## src/rtl/uart_rx.sv

```systemverilog
// uart_rx: 8-bit asynchronous serial receiver with a one-entry holding
// register and valid/ready hand-off.
// Optional feature: define UART_RX_PARITY_EN for 8E1 framing. With the
// macro undefined the receiver is 8N1 and parity_err_o is tied low.
//
// state  | meaning
// -------+---------------------------------------------------------------
// IDLE   | line idle, waiting for a synchronized falling edge
// START  | timing to mid start bit, rejecting glitches
// DATA   | sampling 8 data bits LSB first, one per bit period
// PARITY | sampling the even-parity bit (UART_RX_PARITY_EN only)
// STOP   | timing to mid stop bit, then deliver / flag the frame
// BREAK  | stop bit was low, waiting for the line to return high
module uart_rx #(
    parameter int CLOCKS_PER_BAUD = 104
) (
    input  logic       clk,
    input  logic       rst_n,
    input  logic       rx,
    output logic [7:0] data_o,
    output logic       valid_o,
    input  logic       ready_i,
    output logic       frame_err_o,
    output logic       overrun_o,
    output logic       parity_err_o
);

    localparam int            CW        = $clog2(CLOCKS_PER_BAUD);
    localparam logic [CW-1:0] HALF_LOAD = CW'(CLOCKS_PER_BAUD / 2 - 1);
    localparam logic [CW-1:0] FULL_LOAD = CW'(CLOCKS_PER_BAUD - 1);
    localparam logic [CW-1:0] CNT_ONE   = CW'(1);

    typedef enum logic [2:0] {
        IDLE   = 3'd0,
        START  = 3'd1,
        DATA   = 3'd2,
        STOP   = 3'd3,
        BREAK  = 3'd4
`ifdef UART_RX_PARITY_EN
        ,
        PARITY = 3'd5
`endif
    } state_e;

    state_e        state_q;
    logic [1:0]    sync_q;
    logic          rx_prev_q;
    logic [CW-1:0] cnt_q;
    logic [2:0]    bit_idx_q;
    logic [7:0]    shift_q;
    logic [7:0]    data_q;
    logic          valid_q;
    logic          ferr_q;
    logic          ovr_q;
    logic          rx_s;
    logic          cnt_zero;
    logic          parity_bad;

`ifdef UART_RX_PARITY_EN
    logic par_q;
    logic perr_q;

    // Even parity: data bits plus parity bit must hold an even number of ones.
    assign parity_bad   = ^{shift_q, par_q};
    assign parity_err_o = perr_q;
`else
    assign parity_bad   = 1'b0;
    assign parity_err_o = 1'b0;
`endif

    assign rx_s        = sync_q[1];
    assign cnt_zero    = (cnt_q == '0);
    assign data_o      = data_q;
    assign valid_o     = valid_q;
    assign frame_err_o = ferr_q;
    assign overrun_o   = ovr_q;

    // Two-flop synchronizer plus one delayed copy for falling-edge detection;
    // all flops reset to the idle (high) line level.
    always_ff @(posedge clk or negedge rst_n) begin
        if (!rst_n) begin
            sync_q    <= 2'b11;
            rx_prev_q <= 1'b1;
        end else begin
            sync_q    <= {sync_q[0], rx};
            rx_prev_q <= sync_q[1];
        end
    end

    // Receive FSM with bit timer, shift register, holding register and pulses.
    always_ff @(posedge clk or negedge rst_n) begin
        if (!rst_n) begin
            state_q   <= IDLE;
            cnt_q     <= '0;
            bit_idx_q <= '0;
            shift_q   <= '0;
            data_q    <= '0;
            valid_q   <= 1'b0;
            ferr_q    <= 1'b0;
            ovr_q     <= 1'b0;
`ifdef UART_RX_PARITY_EN
            par_q     <= 1'b0;
            perr_q    <= 1'b0;
`endif
        end else begin
            ferr_q <= 1'b0;
            ovr_q  <= 1'b0;
`ifdef UART_RX_PARITY_EN
            perr_q <= 1'b0;
`endif
            // Hand-off; a delivery in the same cycle below overrides this.
            if (valid_q && ready_i) begin
                valid_q <= 1'b0;
            end

            case (state_q)
                IDLE: begin
                    if (rx_prev_q && !rx_s) begin
                        state_q <= START;
                        cnt_q   <= HALF_LOAD;
                    end
                end

                START: begin
                    if (!cnt_zero) begin
                        cnt_q <= cnt_q - CNT_ONE;
                    end else if (!rx_s) begin
                        state_q   <= DATA;
                        cnt_q     <= FULL_LOAD;
                        bit_idx_q <= '0;
                    end else begin
                        state_q <= IDLE;
                    end
                end

                DATA: begin
                    if (!cnt_zero) begin
                        cnt_q <= cnt_q - CNT_ONE;
                    end else begin
                        shift_q <= {rx_s, shift_q[7:1]};
                        cnt_q   <= FULL_LOAD;
                        if (bit_idx_q == 3'd7) begin
                            bit_idx_q <= '0;
`ifdef UART_RX_PARITY_EN
                            state_q   <= PARITY;
`else
                            state_q   <= STOP;
`endif
                        end else begin
                            bit_idx_q <= bit_idx_q + 3'd1;
                        end
                    end
                end

`ifdef UART_RX_PARITY_EN
                PARITY: begin
                    if (!cnt_zero) begin
                        cnt_q <= cnt_q - CNT_ONE;
                    end else begin
                        par_q   <= rx_s;
                        cnt_q   <= FULL_LOAD;
                        state_q <= STOP;
                    end
                end
`endif

                STOP: begin
                    if (!cnt_zero) begin
                        cnt_q <= cnt_q - CNT_ONE;
                    end else if (!rx_s) begin
                        // Framing error takes precedence over parity so only
                        // one pulse is raised per frame.
                        ferr_q  <= 1'b1;
                        state_q <= BREAK;
                    end else begin
                        // Returning to IDLE at mid stop bit leaves half a bit
                        // to catch an immediately following start edge.
                        state_q <= IDLE;
                        if (parity_bad) begin
`ifdef UART_RX_PARITY_EN
                            perr_q <= 1'b1;
`endif
                        end else if (!valid_q || ready_i) begin
                            data_q  <= shift_q;
                            valid_q <= 1'b1;
                        end else begin
                            ovr_q <= 1'b1;
                        end
                    end
                end

                BREAK: begin
                    if (rx_s) begin
                        state_q <= IDLE;
                    end
                end

                default: begin
                    state_q <= IDLE;
                end
            endcase
        end
    end

endmodule

```

## config.mk

```make
export PLATFORM = sky130hd
export DESIGN_NAME = uart_rx
export DESIGN_NICKNAME = d
export VERILOG_FILES = /design/src/rtl/uart_rx.sv
export SDC_FILE = /design/constraint.sdc
export NUM_CORES = 1
export LEC_CHECK = 0
export CAP_MARGIN = 10
export CORE_MARGIN = 3
export CORE_UTILIZATION = 57
export DETAILED_ROUTE_END_ITERATION = 8
export PLACE_DENSITY = 0.83
export SETUP_SLACK_MARGIN = 0.1
export SYNTH_ARGS = -nofsm -noshare
export SYNTH_HDL_FRONTEND = slang
export SYNTH_SLANG_ARGS = --single-unit
```

## constraint.sdc

```tcl
create_clock -name clk -period 5.5 [get_ports clk]
set_input_delay 1.1 -clock clk [delete_from_list [all_inputs] [get_ports clk]]
set_output_delay 1.1 -clock clk [all_outputs]
set_load 0.03 [all_outputs]
```

==> Implementation_results.wiki <==
{| class="wikitable"
! Metric !! Value
|-
| Top cell family by delay on the critical path || simple AND/OR/NAND/NOR gates
|-
| DR iter-0 viols || 57
|-
| Data required time of the worst path || 5.72 ns
|-
| Flop and latch count out of synthesis || 35
|-
| Fraction of post-synthesis cell area in the top cell type by area || 48.78%
|-
| Critical path's slowest cell || sky130_fd_sc_hd__or3_1
|-
| Clock sinks || 35
|-
| Worst slew pin tran || 0.5443 ns
|-
| Inserted Diodes || 0
|-
| Clock skew after layout || 0.01782 ns
|-
| Total CTS buffers || 5
|-
| Count of buffers inserted at the top-level ports || 14
|-
| Remaining DRCs || 0
|-
| Critical path start-end classification || register to register
|-
| Signal arrival time at the worst endpoint || 2.82 ns
|-
| Register clock-pin slew on the reported worst setup and hold paths || 0.12 ns
|-
| Maximum Capacitance Violations || 0
|-
| Peak ir drop on the vdd network || 0.3164 mV
|-
| Number of gates resized after cts || 0
|-
| Routed Antenna Nets || 0
|-
| Number of top-level pins || 16
|-
| Headroom to the max-slew limit || 63.71%
|-
| Summed area of non-filler cells in the final layout || 1853 µm²
|-
| Power density normalized to cell area || 371.6 nW/µm²
|-
| Reg-to-reg setup timing slack || 2.91 ns
|-
| Source-to-sink clock delay at the later pin of the worst-skew pair || 0.35 ns
|-
| Synth Area per Inst || 11.98 µm²
|-
| HPWL after detailed placement || 2233 µm
|-
| Number of antenna violations at the first check in global routing || 0
|-
| Net count after synthesis || 145
|-
| Number of buffer and inverter instances along the worst setup path || 1
|-
| Area of the die || 3560 µm²
|-
| Pin count of the biggest net entering global routing || 36
|-
| Crit Reg-Reg Startpoint || cnt_q[1]$_DFFE_PN0P_
|-
| Quantity of hold-fixing buffers added after cts || 0
|-
| First-pass GRT wire length || 5306 µm
|-
| Proportion of register bits with asynchronous set or reset after synthesis || 100.0%
|-
| Global-route congestion overflow total || 0
|-
| Post-Route Setup TNS || 0 ns
|-
| Floorplan row count || 18
|-
| Area of the placeable core || 2613 µm²
|-
| CTS root buf || sky130_fd_sc_hd__clkbuf_4
|-
| Cell with the most instances after synthesis || sky130_fd_sc_hd__dfrtp_1
|-
| Average wire per cell in the routed design || 17.34 µm
|-
| Warnings from Yosys || 0
|-
| Ratio of final minimum period to clock period || 47.14%
|-
| CP Capture Type || register
|-
| Delay contributed by the slowest stage of the critical path || 0.62 ns
|-
| Number of distinct library cells after synthesis || 39
|-
| Dpl cell area || 1769 µm²
|-
| Die W || 59.67 µm
|-
| Cell count after synthesis || 137
|-
| Longest Clk Path Bufs || 2
|-
| Global placer's final weighted congestion || 0.8836
|-
| Vias in the first global route || 1138
|-
| Worst hold path type || register to register
|-
| Final core utilization || 70.93%
|-
| Post-route minimum period || 2.592 ns
|-
| Cell area after synthesis || 1642 µm²
|-
| RSZ-0062 raised after global routing || false
|-
| Final-report max-slew violation count || 0
|-
| Final worst setup slack || 2.908 ns
|-
| Final Hold Vio Count || 0
|-
| Top achievable clock speed || 385.7 MHz
|-
| Starting density of the core || 62.84%
|-
| Number of enable-type register cells in the synthesized netlist || 0
|-
| Biggest area contributors in the synthesized netlist || sky130_fd_sc_hd__dfrtp_1 49%, sky130_fd_sc_hd__mux2_4 7.3%, sky130_fd_sc_hd__mux2_2 6.2%, sky130_fd_sc_hd__dfstp_2 4.8%, sky130_fd_sc_hd__ha_1 3.0%
|-
| Post-DR vias/cell || 6.203
|-
| M2 GR Usage || 29.94%
|-
| Post-synth top area cell || sky130_fd_sc_hd__dfrtp_1
|-
| Die height || 59.67 µm
|-
| Global routing usage summed across all routing layers || 20.70%
|-
| Number of search-and-repair iterations in the first detailed-routing pass || 4
|-
| Largest fanout of any net on the critical path || 8
|-
| Number of H-tree levels || 2
|-
| Worst setup timing slack at the placement stage || 2.839 ns
|-
| Ranking of synthesized cells by instance count || 32 x sky130_fd_sc_hd__dfrtp_1, 9 x sky130_fd_sc_hd__mux2_2, 8 x sky130_fd_sc_hd__mux2_4, 8 x sky130_fd_sc_hd__nor2_1, 8 x sky130_fd_sc_hd__o21ai_0
|-
| Setup repair bufs after CTS || 0
|-
| Area growth from synthesis to layout || 12.88%
|-
| Post-layout net count || 159
|-
| Sequential area share after synthesis || 53.58%
|-
| Commonest register cell after synthesis || sky130_fd_sc_hd__dfrtp_1
|-
| Clock tree from TritonCTS || built
|-
| Fraction of final layout cells sized beyond drive strength 1 || 20.39%
|-
| Number of setup violations in the final report || 0
|-
| Post-detailed-routing wire length || 3156 µm
|-
| Static power due to leakage || 0.8855 nW
|-
| Met1 Resource Use GR || 26.84%
|-
| Crit-path cells || inv_1 > ha_1 > or3b_2 > or2_1 > or3_1 > mux2_4
|-
| Result of the run || finished clean
|-
| Worst Setup SP || cnt_q[1]$_DFFE_PN0P_
|-
| GRT Max-Usage Layer || met2
|-
| Worst Setup Start Kind || register
|-
| Met3 global-route usage || 8.423%
|-
| Total number of vias || 1129
|-
| Start point of the worst min-delay path || sync_q[0]$_DFF_PN1_
|}
==> report_power, final <==
part           leakage (nW)  switching (W)  internal (W)
Sequential            0.459      0.0000485      0.000291
Combinational         0.385      0.0000917     0.0000696
Clock                0.0418      0.0000912     0.0000971
Total                 0.885       0.000231      0.000457
==> worst paths after layout <==
| check | end | depth (start not counted) |
|---|---|---|
| worst max-delay path | shift_q[2]$_DFFE_PN0P_ | 6 |
| worst min-delay path | sync_q[1]$_DFF_PN1_ | 0 |
| worst max register to register | shift_q[2]$_DFFE_PN0P_ | 6 |
| worst min register to register | sync_q[1]$_DFF_PN1_ | 0 |
| max in group asynchronous | rx_prev_q$_DFF_PN1_ | 2 |
| min in group asynchronous | shift_q[4]$_DFFE_PN0P_ | 2 |
==> logic make-up after synthesis <==
logic type / count (synthesis) / share of synthesized area (%)
AOI/OAI and AO/OA: 30 / 12.58
DFF: 35 / 53.58
buffers and inverters: 10 / 3.963
muxes: 17 / 13.49
adders and majority gates: 4 / 3.049
and+or+nand+nor: 40 / 13.11
other: 1 / 0.2284
==> sequential cells by signal, indices dropped and copies added (netlist names) <==
signal / count
data_o: 8
shift_q: 8
cnt_q: 7
bit_idx_q: 3
state_q: 3
sync_q: 2
frame_err_o: 1
overrun_o: 1
rx_prev_q: 1
valid_o: 1
==> routing by layer <==
layer	up-vias	share of wire [%]	routed length, µm
met5	-	0	0
met1	553	45	1421
li1	533	-	-
met2	36	48	1518
met3	7	5.1	162
met4	0	1.7	53
==> through the flow <==
stage                power, W  hold slack [ns]  instances
floorplan           0.0004653           0.3452        137
global placement    0.0004877           0.3459        174
detailed placement  0.0005000           0.3488        174
CTS                 0.0006874           0.3666        182
global route        0.0007343           0.3737        182
finish              0.0006887           0.3665        182
==> layout make-up <==
type | instances | area, µm²
timing repair buffer | 15 | 147.6
fill | 183 | 759.5
sequential | 35 | 879.6
clock buffer | 5 | 37.54
clock inverter | 3 | 46.29
inverter | 2 | 7.507
multi-input combinational | 92 | 696.9
tap | 30 | 37.54
==> cell usage in the layout (no fill, tap or decap), types with 2 or more instances in the layout <==
master and instances:
sky130_fd_sc_hd__dfrtp_1 32, sky130_fd_sc_hd__clkdlybuf4s50_1 14, sky130_fd_sc_hd__mux2_2 9, sky130_fd_sc_hd__nor2_1 8, sky130_fd_sc_hd__o21ai_0 8, sky130_fd_sc_hd__mux2_4 8, sky130_fd_sc_hd__nand2_1 6, sky130_fd_sc_hd__nor3_1 6
sky130_fd_sc_hd__clkbuf_4 5, sky130_fd_sc_hd__or3_1 4, sky130_fd_sc_hd__nand3_1 4, sky130_fd_sc_hd__nand2b_1 4, sky130_fd_sc_hd__o31ai_1 4, sky130_fd_sc_hd__a21o_1 4, sky130_fd_sc_hd__ha_1 4, sky130_fd_sc_hd__a21oi_1 3
sky130_fd_sc_hd__dfstp_2 3, sky130_fd_sc_hd__inv_1 2, sky130_fd_sc_hd__nor4b_1 2
Power figures use the tool's default switching activity.
